### config.mk
export PLATFORM = sky130hd
export DESIGN_NAME = msk_mixcolumns_pipe
export DESIGN_NICKNAME = d
export VERILOG_FILES = /design/src/rtl/msk_mixcolumns_pipe.sv
export SDC_FILE = /design/constraint.sdc
export NUM_CORES = 1
export LEC_CHECK = 0
export CAP_MARGIN = 40
export CORE_MARGIN = 2
export CORE_UTILIZATION = 55
export CTS_BUF_LIST = sky130_fd_sc_hd__clkbuf_4 sky130_fd_sc_hd__clkbuf_8
export CTS_CLUSTER_SIZE = 8
export DETAILED_ROUTE_END_ITERATION = 16
export PLACE_DENSITY = 0.89
export SLEW_MARGIN = 20
export SYNTH_ARGS = -nofsm -noshare
export SYNTH_HDL_FRONTEND = slang
export SYNTH_SLANG_ARGS = --single-unit
### constraint.sdc
create_clock -name clk -period 5.9 [get_ports clk]
set_clock_uncertainty 0.05 [all_clocks]
set_input_delay 1.18 -clock clk [delete_from_list [all_inputs] [get_ports clk]]
set_output_delay 1.18 -clock clk [all_outputs]
set_load 0.02 [all_outputs]
### src/rtl/msk_mixcolumns_pipe.sv
// Share-wise masked AES MixColumns with a PIPE-deep valid/ready pipeline and 128-bit state beat tracking.
// Define MSK_INVMC_EN to add the in_inv port and InvMixColumns datapath.
module msk_mixcolumns_pipe #(
  parameter int d    = 2,
  parameter int NCOL = 1,
  parameter int PIPE = 1
) (
  input  logic                 clk,
  input  logic                 rst,
  input  logic                 in_valid,
  output logic                 in_ready,
  input  logic [32*d*NCOL-1:0] in_sh,
  input  logic                 in_bypass,
`ifdef MSK_INVMC_EN
  input  logic                 in_inv,
`endif
  output logic                 out_valid,
  input  logic                 out_ready,
  output logic [32*d*NCOL-1:0] out_sh,
  output logic                 out_last
);

  localparam int         W        = 32 * d * NCOL;
  localparam logic [1:0] LAST_CNT = 2'(4 / NCOL - 1);

  function automatic logic [7:0] xtime(input logic [7:0] a);
    return {a[6:0], 1'b0} ^ (a[7] ? 8'h1b : 8'h00);
  endfunction

  function automatic logic [31:0] mix_fwd(input logic [31:0] col);
    logic [7:0] a  [4];
    logic [7:0] x2 [4];
    logic [31:0] res;
    for (int b = 0; b < 4; b++) begin
      a[b]  = col[8*b +: 8];
      x2[b] = xtime(a[b]);
    end
    res = '0;
    for (int b = 0; b < 4; b++) begin
      res[8*b +: 8] = x2[b] ^ x2[(b+1)%4] ^ a[(b+1)%4] ^ a[(b+2)%4] ^ a[(b+3)%4];
    end
    return res;
  endfunction

`ifdef MSK_INVMC_EN
  // 0e/0b/0d/09 assembled from the x2/x4/x8 xtime chain of each byte
  function automatic logic [31:0] mix_inv(input logic [31:0] col);
    logic [7:0] a  [4];
    logic [7:0] x2 [4];
    logic [7:0] x4 [4];
    logic [7:0] x8 [4];
    logic [31:0] res;
    for (int b = 0; b < 4; b++) begin
      a[b]  = col[8*b +: 8];
      x2[b] = xtime(a[b]);
      x4[b] = xtime(x2[b]);
      x8[b] = xtime(x4[b]);
    end
    res = '0;
    for (int b = 0; b < 4; b++) begin
      res[8*b +: 8] = (x8[b] ^ x4[b] ^ x2[b])
                    ^ (x8[(b+1)%4] ^ x2[(b+1)%4] ^ a[(b+1)%4])
                    ^ (x8[(b+2)%4] ^ x4[(b+2)%4] ^ a[(b+2)%4])
                    ^ (x8[(b+3)%4] ^ a[(b+3)%4]);
    end
    return res;
  endfunction
`endif

  logic [W-1:0]    mix_data;
  logic [31:0]     col;
  logic [W-1:0]    st_data [PIPE];
  logic [PIPE-1:0] st_valid;
  logic [PIPE-1:0] st_last;
  logic [PIPE-1:0] ld;
  logic [1:0]      beat_cnt;
  logic            accept;
  logic            beat_last;

  // Each share is gathered from the interleaved layout, transformed alone, and scattered back
  always_comb begin
    mix_data = in_sh;
    col      = '0;
    if (!in_bypass) begin
      for (int c = 0; c < NCOL; c++) begin
        for (int s = 0; s < d; s++) begin
          for (int b = 0; b < 4; b++) begin
            for (int i = 0; i < 8; i++) begin
              col[8*b+i] = in_sh[(4*c+b)*8*d + i*d + s];
            end
          end
`ifdef MSK_INVMC_EN
          col = in_inv ? mix_inv(col) : mix_fwd(col);
`else
          col = mix_fwd(col);
`endif
          for (int b = 0; b < 4; b++) begin
            for (int i = 0; i < 8; i++) begin
              mix_data[(4*c+b)*8*d + i*d + s] = col[8*b+i];
            end
          end
        end
      end
    end
  end

  // A stage may load if the output drains or any stage at or after it has a hole
  always_comb begin
    ld = '0;
    for (int k = 0; k < PIPE; k++) begin
      ld[k] = out_ready;
      for (int j = k; j < PIPE; j++) begin
        if (!st_valid[j]) ld[k] = 1'b1;
      end
    end
  end

  assign in_ready  = ld[0];
  assign accept    = in_valid && ld[0];
  assign beat_last = (beat_cnt == LAST_CNT);

  always_ff @(posedge clk or posedge rst) begin
    if (rst) begin
      for (int k = 0; k < PIPE; k++) st_data[k] <= '0;
      st_valid <= '0;
      st_last  <= '0;
      beat_cnt <= '0;
    end else begin
      if (accept) beat_cnt <= beat_last ? 2'd0 : beat_cnt + 2'd1;
      if (ld[0]) begin
        st_valid[0] <= in_valid;
        if (in_valid) begin
          st_data[0] <= mix_data;
          st_last[0] <= beat_last;
        end
      end
      for (int k = 1; k < PIPE; k++) begin
        if (ld[k]) begin
          st_valid[k] <= st_valid[k-1];
          if (st_valid[k-1]) begin
            st_data[k] <= st_data[k-1];
            st_last[k] <= st_last[k-1];
          end
        end
      end
    end
  end

  assign out_valid = st_valid[PIPE-1];
  assign out_last  = st_last[PIPE-1];
  assign out_sh    = st_data[PIPE-1];

endmodule

Word-level counts from Yosys, hierarchy flattened --
Index checks and enable logic that the tools add are counted.
Storage, ports and cells: register bits 68, output and inout bits 67
Operators by class: add/subtract/negate cells 1, eq/ne operators 1, mux-type cells 11, bitwise gates (word level) 40, reductions and logical operators 2
Operators with widths (count):
- 8-bit XOR | 32
- 64-bit 2-to-1 mux | 1
- 8-bit by 5-bit XOR with 8-bit output | 8
- 5-bit 2-to-1 mux | 8
- 2-bit by 1-bit adder with 2-bit output, second input constant | 1
- 2-bit equality test, second input constant | 1
- 2-bit 2-to-1 mux | 1
- 2-bit AND reduction | 1
- 1-bit logical AND | 1
- 1-bit 2-to-1 mux | 1

Depth between registers and ports, before layout --
Gate-level depths: netlist of run 1.
depth after elaboration 7, gate-level depth with buffers 7

Worst setup path after synthesis of run 1 --
OpenSTA, ideal clock, no wires.
path type input-to-output, start point input out_ready, end point output in_ready, arrival time 1.538 ns, required time 4.670 ns, slack 3.132 ns, cell stages on the path 3, buffers on the path 1, cell sequence nor2b_1 > buf_2 > inv_1
On the way: cells in the longest elaborated chain, start to end 1
Ends and longest elaborated chain:
- start, declared | RTL line 18 | input logic out_ready,
- 1-bit 2-to-1 mux | RTL line 113 | if (!st_valid[j]) ld[k] = 1'b1;
- end, declared | RTL line 11 | output logic in_ready,
No other way between the ends.

Worst setup path in the final report of run 1 --
Ends and elaborated chain as after synthesis.

==> results of run 1 <==
power by group through the flow:
stage / combinational [mW] / sequential (mW) / clock [mW]
floorplan: 0.424 / 0.750 / 0
global placement: 0.873 / 0.634 / 0
detailed placement: 0.898 / 0.641 / 0
CTS: 0.909 / 0.632 / 0.500
global route: 0.971 / 0.644 / 0.518
finish: 0.909 / 0.633 / 0.492
layout by cell type (no fill, tap or decap), types with 2 or more instances in the layout:
| cell type | synthesis | final |
|---|---|---|
| sky130_fd_sc_hd__a21oi_1 | 7 | 7 |
| sky130_fd_sc_hd__buf_12 | 0 | 3 |
| sky130_fd_sc_hd__buf_4 | 1 | 3 |
| sky130_fd_sc_hd__bufinv_16 | 0 | 3 |
| sky130_fd_sc_hd__clkbuf_8 | 0 | 11 |
| sky130_fd_sc_hd__clkdlybuf4s50_1 | 0 | 134 |
| sky130_fd_sc_hd__dfrtp_1 | 68 | 68 |
| sky130_fd_sc_hd__inv_1 | 3 | 2 |
| sky130_fd_sc_hd__mux2i_1 | 9 | 9 |
| sky130_fd_sc_hd__nand2_1 | 65 | 64 |
| sky130_fd_sc_hd__nand3_1 | 59 | 59 |
| sky130_fd_sc_hd__nor2_1 | 7 | 7 |
| sky130_fd_sc_hd__nor4_1 | 2 | 2 |
| sky130_fd_sc_hd__nor4b_1 | 2 | 2 |
| sky130_fd_sc_hd__o211ai_1 | 54 | 54 |
| sky130_fd_sc_hd__xnor2_1 | 126 | 126 |
| sky130_fd_sc_hd__xnor2_2 | 6 | 6 |
| sky130_fd_sc_hd__xnor3_1 | 15 | 15 |
| sky130_fd_sc_hd__xor2_1 | 51 | 51 |
cells by family (layout without fill, tap and decap cells):
logic type / after synthesis / count (layout) / synth area share
XOR/XNOR: 199 / 199 / 0.3977
AND/OR/NAND/NOR: 139 / 139 / 0.1226
flip-flops: 68 / 68 / 0.3368
AO/OA/AOI/OAI: 63 / 63 / 0.09113
buffers and inverters: 37 / 160 / 0.03145
multiplexers: 9 / 9 / 0.01783
adder cells (fa/ha/maj): 1 / 1 / 0.002476
cell type report:
class                           count  share of cell area
Clock buffer                       12             0.02361
Clock inverter                      4             0.01413
Timing Repair Buffer              141              0.2123
Inverter                            3            0.001673
Tap cell                          108             0.02007
Sequential cell                    68              0.2528
Multi-Input combinational cell    411              0.4755
per-layer routing:
metal	vias up	wire, um	GRT usage	share of wire
met1	2154	6140	0.4120	0.43
li1	1984	-	-	-
met5	-	0	0	0
met4	0	269	0.09168	0.019
met3	21	1134	0.04526	0.079
met2	227	6878	0.4699	0.48
stage by stage:
step / cells / hold WS (ns) / power (mW) / utilization
6_report: 747 / 0.4477 / 2.035 / 0.7644
2_1_floorplan: 516 / 0.3998 / 1.173 / -
4_1_cts: 747 / 0.4528 / 2.042 / 0.7644
5_1_grt: 747 / 0.4881 / 2.132 / 0.7644
3_5_place_dp: 731 / 0.4201 / 1.539 / 0.7356
3_3_place_gp: 728 / 0.4115 / 1.506 / 0.7288
sequential cells by signal, indices dropped and copies added (netlist names):
name and cells:
beat_cnt 2, out_valid 1, out_sh 64, out_last 1
worst paths after layout:
kind / end / depth (start not counted) / start
min in group asynchronous: out_sh[57]$_DFFE_PP0P_ / 3 / rst
hold / removal: out_last$_DFFE_PP0P_ / 2 / out_last$_DFFE_PP0P_
setup / recovery: in_ready / 4 / out_ready
setup reg to reg: out_sh[18]$_DFFE_PP0P_ / 5 / out_valid$_DFFE_PP0N_
max in group asynchronous: out_sh[15]$_DFFE_PP0P_ / 4 / rst
hold reg to reg: out_last$_DFFE_PP0P_ / 2 / out_last$_DFFE_PP0P_
worst reg2reg max path, cell delays in order, from the launching register on:
cell                       delay (ns)
sky130_fd_sc_hd__dfrtp_1         0.38
sky130_fd_sc_hd__nor2b_1         0.21
sky130_fd_sc_hd__nor2_4          0.63
sky130_fd_sc_hd__buf_4           0.54
sky130_fd_sc_hd__nand3_1         0.17
sky130_fd_sc_hd__o211ai_1        0.14
synth_stat cells:
master                     number  area (um^2)
sky130_fd_sc_hd__buf_2         13        65.06
sky130_fd_sc_hd__xor2_1        51        446.7
sky130_fd_sc_hd__a21o_1         1        7.510
sky130_fd_sc_hd__nor3_1         1        5.000
sky130_fd_sc_hd__nor2_2         1        6.260
sky130_fd_sc_hd__inv_1          3        11.26
sky130_fd_sc_hd__nor4_1         2        12.51
sky130_fd_sc_hd__o211ai_1      54        405.4
sky130_fd_sc_hd__buf_4          1        7.510
sky130_fd_sc_hd__mux2i_1        9        90.09
sky130_fd_sc_hd__or3_1          1        6.260
sky130_fd_sc_hd__nand2_1       65        244.0
sky130_fd_sc_hd__xor3_1         1        23.77
sky130_fd_sc_hd__nor2_1         7        26.28
sky130_fd_sc_hd__a21oi_1        7        35.03
sky130_fd_sc_hd__nor4b_1        2        17.52
sky130_fd_sc_hd__ha_1           1        12.51
sky130_fd_sc_hd__xnor3_1       15        337.8
sky130_fd_sc_hd__nor2b_1        1        6.260
sky130_fd_sc_hd__xnor2_1      126         1104
sky130_fd_sc_hd__clkbuf_1      20        75.07
sky130_fd_sc_hd__nand3_1       59        295.3
sky130_fd_sc_hd__xnor2_2        6        97.59
sky130_fd_sc_hd__o211ai_2       1        12.51
sky130_fd_sc_hd__dfrtp_1       68         1702
==> summary.md, run 1 <==
| Metric | Value |
|---|---|
| Vias | `around 4400` |
| Core ar. | `slightly below 9000 um^2` |
| Max transition margin | `0.4646` |
| Area of the die | `between 9000 and 10000 um^2` |
| Post-CTS Hold Fix Bufs | `0` |
| Leak Pwr | `around 2.7 nW` |
| YS warnings | `0` |
| Clk_lat worst skew | `0.33 ns` |
| Crit-path slowest cell | `sky130_fd_sc_hd__clkdlybuf4s50_1` |
| Highest attainable clock frequency | `approximately 250 MHz` |
| Final setup violation count | `0` |
| Via count of the first global-routing pass | `about 4500` |
| Clock root cell | `sky130_fd_sc_hd__clkbuf_8` |
| Final hold violation count | `0` |
| Number of iterations in the first detailed-routing pass | `5` |
| Die height | `approximately 100 um` |
| Area of the multi-input gates | `between 3000 and 4000 um^2` |
| Total track usage | `0.2926` |
| RSZ-0062 raised after global routing | `no` |
| Final net count | `a little over 700` |
| Final standard cell area without fillers | `approximately 6700 um^2` |
| Layout-stage area growth over the synthesis result | `33.23%` |
| Wire length per cell after detailed routing | `19.31 um` |
| Remaining global-route overflow | `0` |
| Number of max-capacitance violations reported | `0` |
| Syn Inst Count | `516` |
| Least-Margin Pin Slew | `roughly 0.8 ns` |
| Top cell by count, worst path | `sky130_fd_sc_hd__clkdlybuf4s50_1` |
| Worst path buffer plus inverter count | `3` |
| Number of distinct library cells after synthesis | `25` |
| Critical path start-end classification | `in2out` |
| Reg-to-reg slack, setup | `about 3.7 ns` |
| First-pass GRT wire length | `approximately 23 mm` |
| Antenna cell count | `0` |
| Number of buffers added for setup after CTS | `0` |
| Post-route clock period utilization | `0.6714` |
| CP arrival | `about 2.7 ns` |
| Internal power component | `1.327 mW` |
| Antenna violations before repair | `0` |
| Clock tree from TritonCTS | `yes` |
| Width of the die | `between 90 and 100 um` |
| Register clock-pin slew on the reported worst setup and hold paths | `0.07 ns` |
| Critical Path Fanout Max | `7` |
| Worst min path class | `reg2reg` |
| Count of boundary I/O pins | `~140` |
| Count of buffers from port buffering | `135` |
| Remaining antenna violation count | `0` |
| PwrDens | `approximately 300 nW/um^2` |
| FP Rows | `34` |
| Layout filler cell count | `595` |
| Crit path setup slack, layout | `~1.9 ns` |
| Buffers from clock root to sink, at most | `2` |
| Status | `finished clean` |
| Area of all sequential standard cells | `1702 um^2` |
| Detailed-route vias per instance | `just under 6` |
| Clock sink count | `68` |
| Number of clock buffers inserted by TritonCTS | `9` |
| H-tree levels | `3` |
| Launching element type of the critical path | `input pin` |
| Fin. max-slew vios | `0` |
| Fraction of power consumed by the clock network | `0.242` |
| Routed WL | `between 10 and 15 mm` |
| Proportion of total power due to net switching | `0.3479` |
| Resized cells post-CTS | `0` |
| Average cell area after synthesis | `~9.8 um^2` |
| Post-detail-place hpwl | `10.28 mm` |
| Post-detailed-placement cell area | `approximately 6500 um^2` |
| Delay of the slowest critical-path stage | `~0.57 ns` |
| Setup WS pre-CTS | `1.933 ns` |
| Part of the total power dissipated in sequential elements | `0.311` |
| Netlist area before placement | `slightly above 5000 um^2` |
| Combinational power share | `0.447` |
| Kind of cell with the highest combined delay on the critical path | `buffers and inverters` |
| Required time at the endpoint of the critical path | `between 4 and 5 ns` |
| Peak supply drop | `about 210 uV` |
| Routability congestion estimate from global placement | `between 0.9 and 1` |
| Detailed-route DRC error count | `0` |
| Pin count of the biggest net entering global routing | `70` |
| Share of the yosys chip area belonging to registers | `0.3368` |
| Power dissipated by switching net loads | `slightly above 0.7 mW` |
| Critical Path, Cell by Cell | `clkdlybuf4s50_1, nor2b_1, inv_1, clkdlybuf4s50_1` |
| TNS Setup | `0 ns` |
| Clock period minus worst slack | `3.961 ns` |
| DRC marker count from the first detailed-route iteration | `around 280` |
| Layout cell share with drive strength beyond 1 | `0.05321` |
| Syn_nets | `slightly below 600` |
| Endpoint kind of the worst setup timing path | `output pin` |
| Effective utilization at floorplan | `0.5737` |
| #FFs+latches synth | `68` |
Power figures use the tool's default switching activity.
==> run 2, diff against run 1 <==
--- a/config.mk
+++ b/config.mk
@@ -7,11 +7,11 @@
 export LEC_CHECK = 0
 export CAP_MARGIN = 40
 export CORE_MARGIN = 2
-export CORE_UTILIZATION = 55
+export CORE_UTILIZATION = 46
 export CTS_BUF_LIST = sky130_fd_sc_hd__clkbuf_4 sky130_fd_sc_hd__clkbuf_8
 export CTS_CLUSTER_SIZE = 8
 export DETAILED_ROUTE_END_ITERATION = 16
-export PLACE_DENSITY = 0.89
+export PLACE_DENSITY = 0.8
 export SLEW_MARGIN = 20
 export SYNTH_ARGS = -nofsm -noshare
 export SYNTH_HDL_FRONTEND = slang
==> constraint.sdc (replaced) <==
create_clock -name clk -period 3.2 [get_ports clk]
set_clock_uncertainty 0.05 [all_clocks]
set_input_delay 0.64 -clock clk [delete_from_list [all_inputs] [get_ports clk]]
set_output_delay 0.64 -clock clk [all_outputs]
set_load 0.02 [all_outputs]
==> run 2 against run 1 <==
Worst hold slack got worse by 0.0084 ns. Final area increased by 0.17%. Wire length decreased by 1.1%. Die area increased by 19%. First-iteration DRC count increased by 7.5%. Critical endpoint unchanged.
==> summary.md, run 2 (same netlist as run 1, synthesis figures left out) <==
| Metric | Value |
|---|---|
| Number of max-capacitance violations reported | `0 (unchanged)` |
| Worst min path class | `reg2reg` |
| Leading cell type in the layout, fill and taps excluded | `sky130_fd_sc_hd__clkdlybuf4s50_1` |
| DRC marker count from the first detailed-route iteration | `300 (+7.5%)` |
| Detailed-route vias per instance | `5.395 (-8.1%)` |
| TNS Setup | `0 ns (unchanged)` |
| Count of buffers from port buffering | `135 (unchanged)` |
| Effective utilization at floorplan | `0.4681 (-0.1056)` |
| Via count of the first global-routing pass | `4268 (-4.5%)` |
| Core ar. | `10790 um^2 (+23%)` |
| Max reg flops | `64 (unchanged)` |
| PwrDens | `524.9 nW/um^2 (+74%)` |
| H-tree levels | `3 (unchanged)` |
| Proportion of total power due to net switching | `0.3634 (+0.01549)` |
| Register clock-pin slew on the reported worst setup and hold paths | `0.07 ns (about the same)` |
| Leak Pwr | `2.701 nW (-0.15%)` |
| Remaining global-route overflow | `0 (unchanged)` |
| Internal power component | `2.253 mW (+70%)` |
| Final setup violation count | `0 (unchanged)` |
| Wire length per cell after detailed routing | `18.19 um (-5.8%)` |
| Met3 Resource Use GR | `0.06037 (+0.01511)` |
| Post-route clock period utilization | `0.7985` |
| Post-detail-place hpwl | `10.47 mm (+1.9%)` |
| Clock tree from TritonCTS | `yes` |
| Highest attainable clock frequency | `391.4 MHz` |
| Critical path start-end classification | `in2out` |
| Routed WL | `14.26 mm (-1.1%)` |
| Fin. max-slew vios | `0 (unchanged)` |
| Clk_lat worst skew | `0.36 ns (+0.03 ns)` |
| Layout cell share with drive strength beyond 1 | `0.06056 (+0.007351)` |
| Status | `finished clean` |
| Vias | `4230 (-3.6%)` |
| Post-layout utilization of the core | `0.6247 (-0.1397)` |
| Die height | `108.8 um (+9.0%)` |
| Count of boundary I/O pins | `136 (unchanged)` |
| Top cell by count, worst path | `sky130_fd_sc_hd__clkdlybuf4s50_1` |
| Clock root cell | `sky130_fd_sc_hd__clkbuf_8` |
| Global-route track usage on met1 | `0.3481 (-0.06389)` |
| Detailed-route DRC error count | `0 (unchanged)` |
| Routability congestion estimate from global placement | `0.9486 (+0.29%)` |
| Critical Path, Cell by Cell | `clkdlybuf4s50_1, nor2b_1, inv_1, clkdlybuf4s50_1` |
| Final standard cell area without fillers | `6743 um^2 (+0.17%)` |
| Part of the total power dissipated in sequential elements | `0.329 (+0.018)` |
| Launching element type of the critical path | `input pin` |
| Antenna cell count | `0 (unchanged)` |
| Peak supply drop | `252.5 uV (+20%)` |
| Crit-path slowest cell | `sky130_fd_sc_hd__clkdlybuf4s50_1` |
| Post-detailed-placement cell area | `6550 um^2 (+1.1%)` |
| Max transition margin | `0.5005 (+0.03597)` |
| Final net count | `709 (+0.71%)` |
| Buffers from clock root to sink, at most | `2 (unchanged)` |
| Clock sink count | `68 (unchanged)` |
| Resized cells post-CTS | `0 (unchanged)` |
| Final hold violation count | `0 (unchanged)` |
| Required time at the endpoint of the critical path | `2.51 ns (-2.16 ns)` |
| CP Launch Point | `out_ready` |
| Power dissipated by switching net loads | `1.286 mW (+82%)` |
| GRT met2 Usage | `0.3808 (-0.08905)` |
| Critical Path Fanout Max | `3 (-4)` |
| Area of the die | `11840 um^2 (+19%)` |
| Antenna violations before repair | `0 (unchanged)` |
| Number of clock buffers inserted by TritonCTS | `9 (unchanged)` |
| Combinational power share | `0.471 (+0.024)` |
| RSZ-0062 raised after global routing | `no` |
| Pin count of the biggest net entering global routing | `69 (-1.4%)` |
| FP Rows | `38 (+12%)` |
| Delay of the slowest critical-path stage | `0.62 ns (+0.05 ns)` |
| Clock period minus worst slack | `2.555 ns` |
| Most Used Layer, Global Route | `met2` |
| Post-CTS Hold Fix Bufs | `0 (unchanged)` |
| Number of iterations in the first detailed-routing pass | `5 (unchanged)` |
| Number of buffers added for setup after CTS | `0 (unchanged)` |
| First-pass GRT wire length | `22.81 mm (-0.78%)` |
| Least-Margin Pin Slew | `0.7492 ns (-0.05206 ns)` |
| CP arrival | `1.87 ns (-0.86 ns)` |
| Layout-stage area growth over the synthesis result | `33.46%` |
| Start point of the worst min-delay path | `beat_cnt[1]$_DFFE_PP0P_` |
| Launching point of the worst reg2reg path | `out_valid$_DFFE_PP0N_` |
| Remaining antenna violation count | `0 (unchanged)` |
| Total track usage | `0.2508 (-0.04177)` |
| Width of the die | `108.8 um (+9.0%)` |
| Fraction of power consumed by the clock network | `0.200 (-0.042)` |
| Top library cells by usage in the layout, fill and taps aside | `sky130_fd_sc_hd__clkdlybuf4s50_1, sky130_fd_sc_hd__xnor2_1, sky130_fd_sc_hd__dfrtp_1` |
| Endpoint kind of the worst setup timing path | `output pin` |
[run 2: final timing paths]
| check | slack, ns | to | depth (start not counted) |
|---|---|---|---|
| max in group asynchronous | 1.85 | out_sh[18]$_DFFE_PP0P_ | 4 |
| min | 0.44 | beat_cnt[1]$_DFFE_PP0P_ | 2 |
| max reg2reg | 1.33 | out_sh[22]$_DFFE_PP0P_ | 5 |
| max | 0.64 | in_ready | 4 |
| min in group asynchronous | 0.55 | out_sh[41]$_DFFE_PP0P_ | 2 |
| min reg2reg | 0.44 | beat_cnt[1]$_DFFE_PP0P_ | 2 |
[run 2: routing by layer]
metal	share of wire	wire, um
met3	0.061	864
met1	0.44	6316
met4	0.028	401
met5	0	0
met2	0.47	6677
[run 2: layout make-up]
| class | count | area [um^2] |
|---|---|---|
| Multi-Input combinational cell | 411 | 3201 |
| Timing Repair Buffer | 146 | 1461 |
| Clock buffer | 15 | 187.7 |
| Clock inverter | 1 | 5.005 |
| Tap cell | 140 | 175.2 |
| Inverter | 3 | 11.26 |
| Fill cell | 911 | 4050 |
| Sequential cell | 68 | 1702 |
[run 2: critical path, delay by kind of cell]
| kind | cells | cell delay, ns |
|---|---|---|
| buffers and inverters | 3 | 1.18 |
| AND/OR/NAND/NOR | 1 | 0.05 |
[run 2: power by group through the flow]
stage | logic (mW) | registers [mW] | clock network, mW
floorplan | 0.781 | 1.38 | 0
global placement | 1.63 | 1.17 | 0
detailed placement | 1.66 | 1.18 | 0
CTS | 1.67 | 1.16 | 0.719
global route | 1.79 | 1.19 | 0.762
finish | 1.67 | 1.16 | 0.709
[run 2: through the flow]
step                power (mW)  cells  hold WS, ns  worst slack [ns]
floorplan                2.163    516       0.3998            0.7985
global placement         2.803    767       0.4137            0.6617
detailed placement       2.840    768       0.4240            0.6435
CTS                      3.557    784       0.4415            0.6346
global route             3.739    784       0.4817            0.5992
finish                   3.539    784       0.4393            0.6449
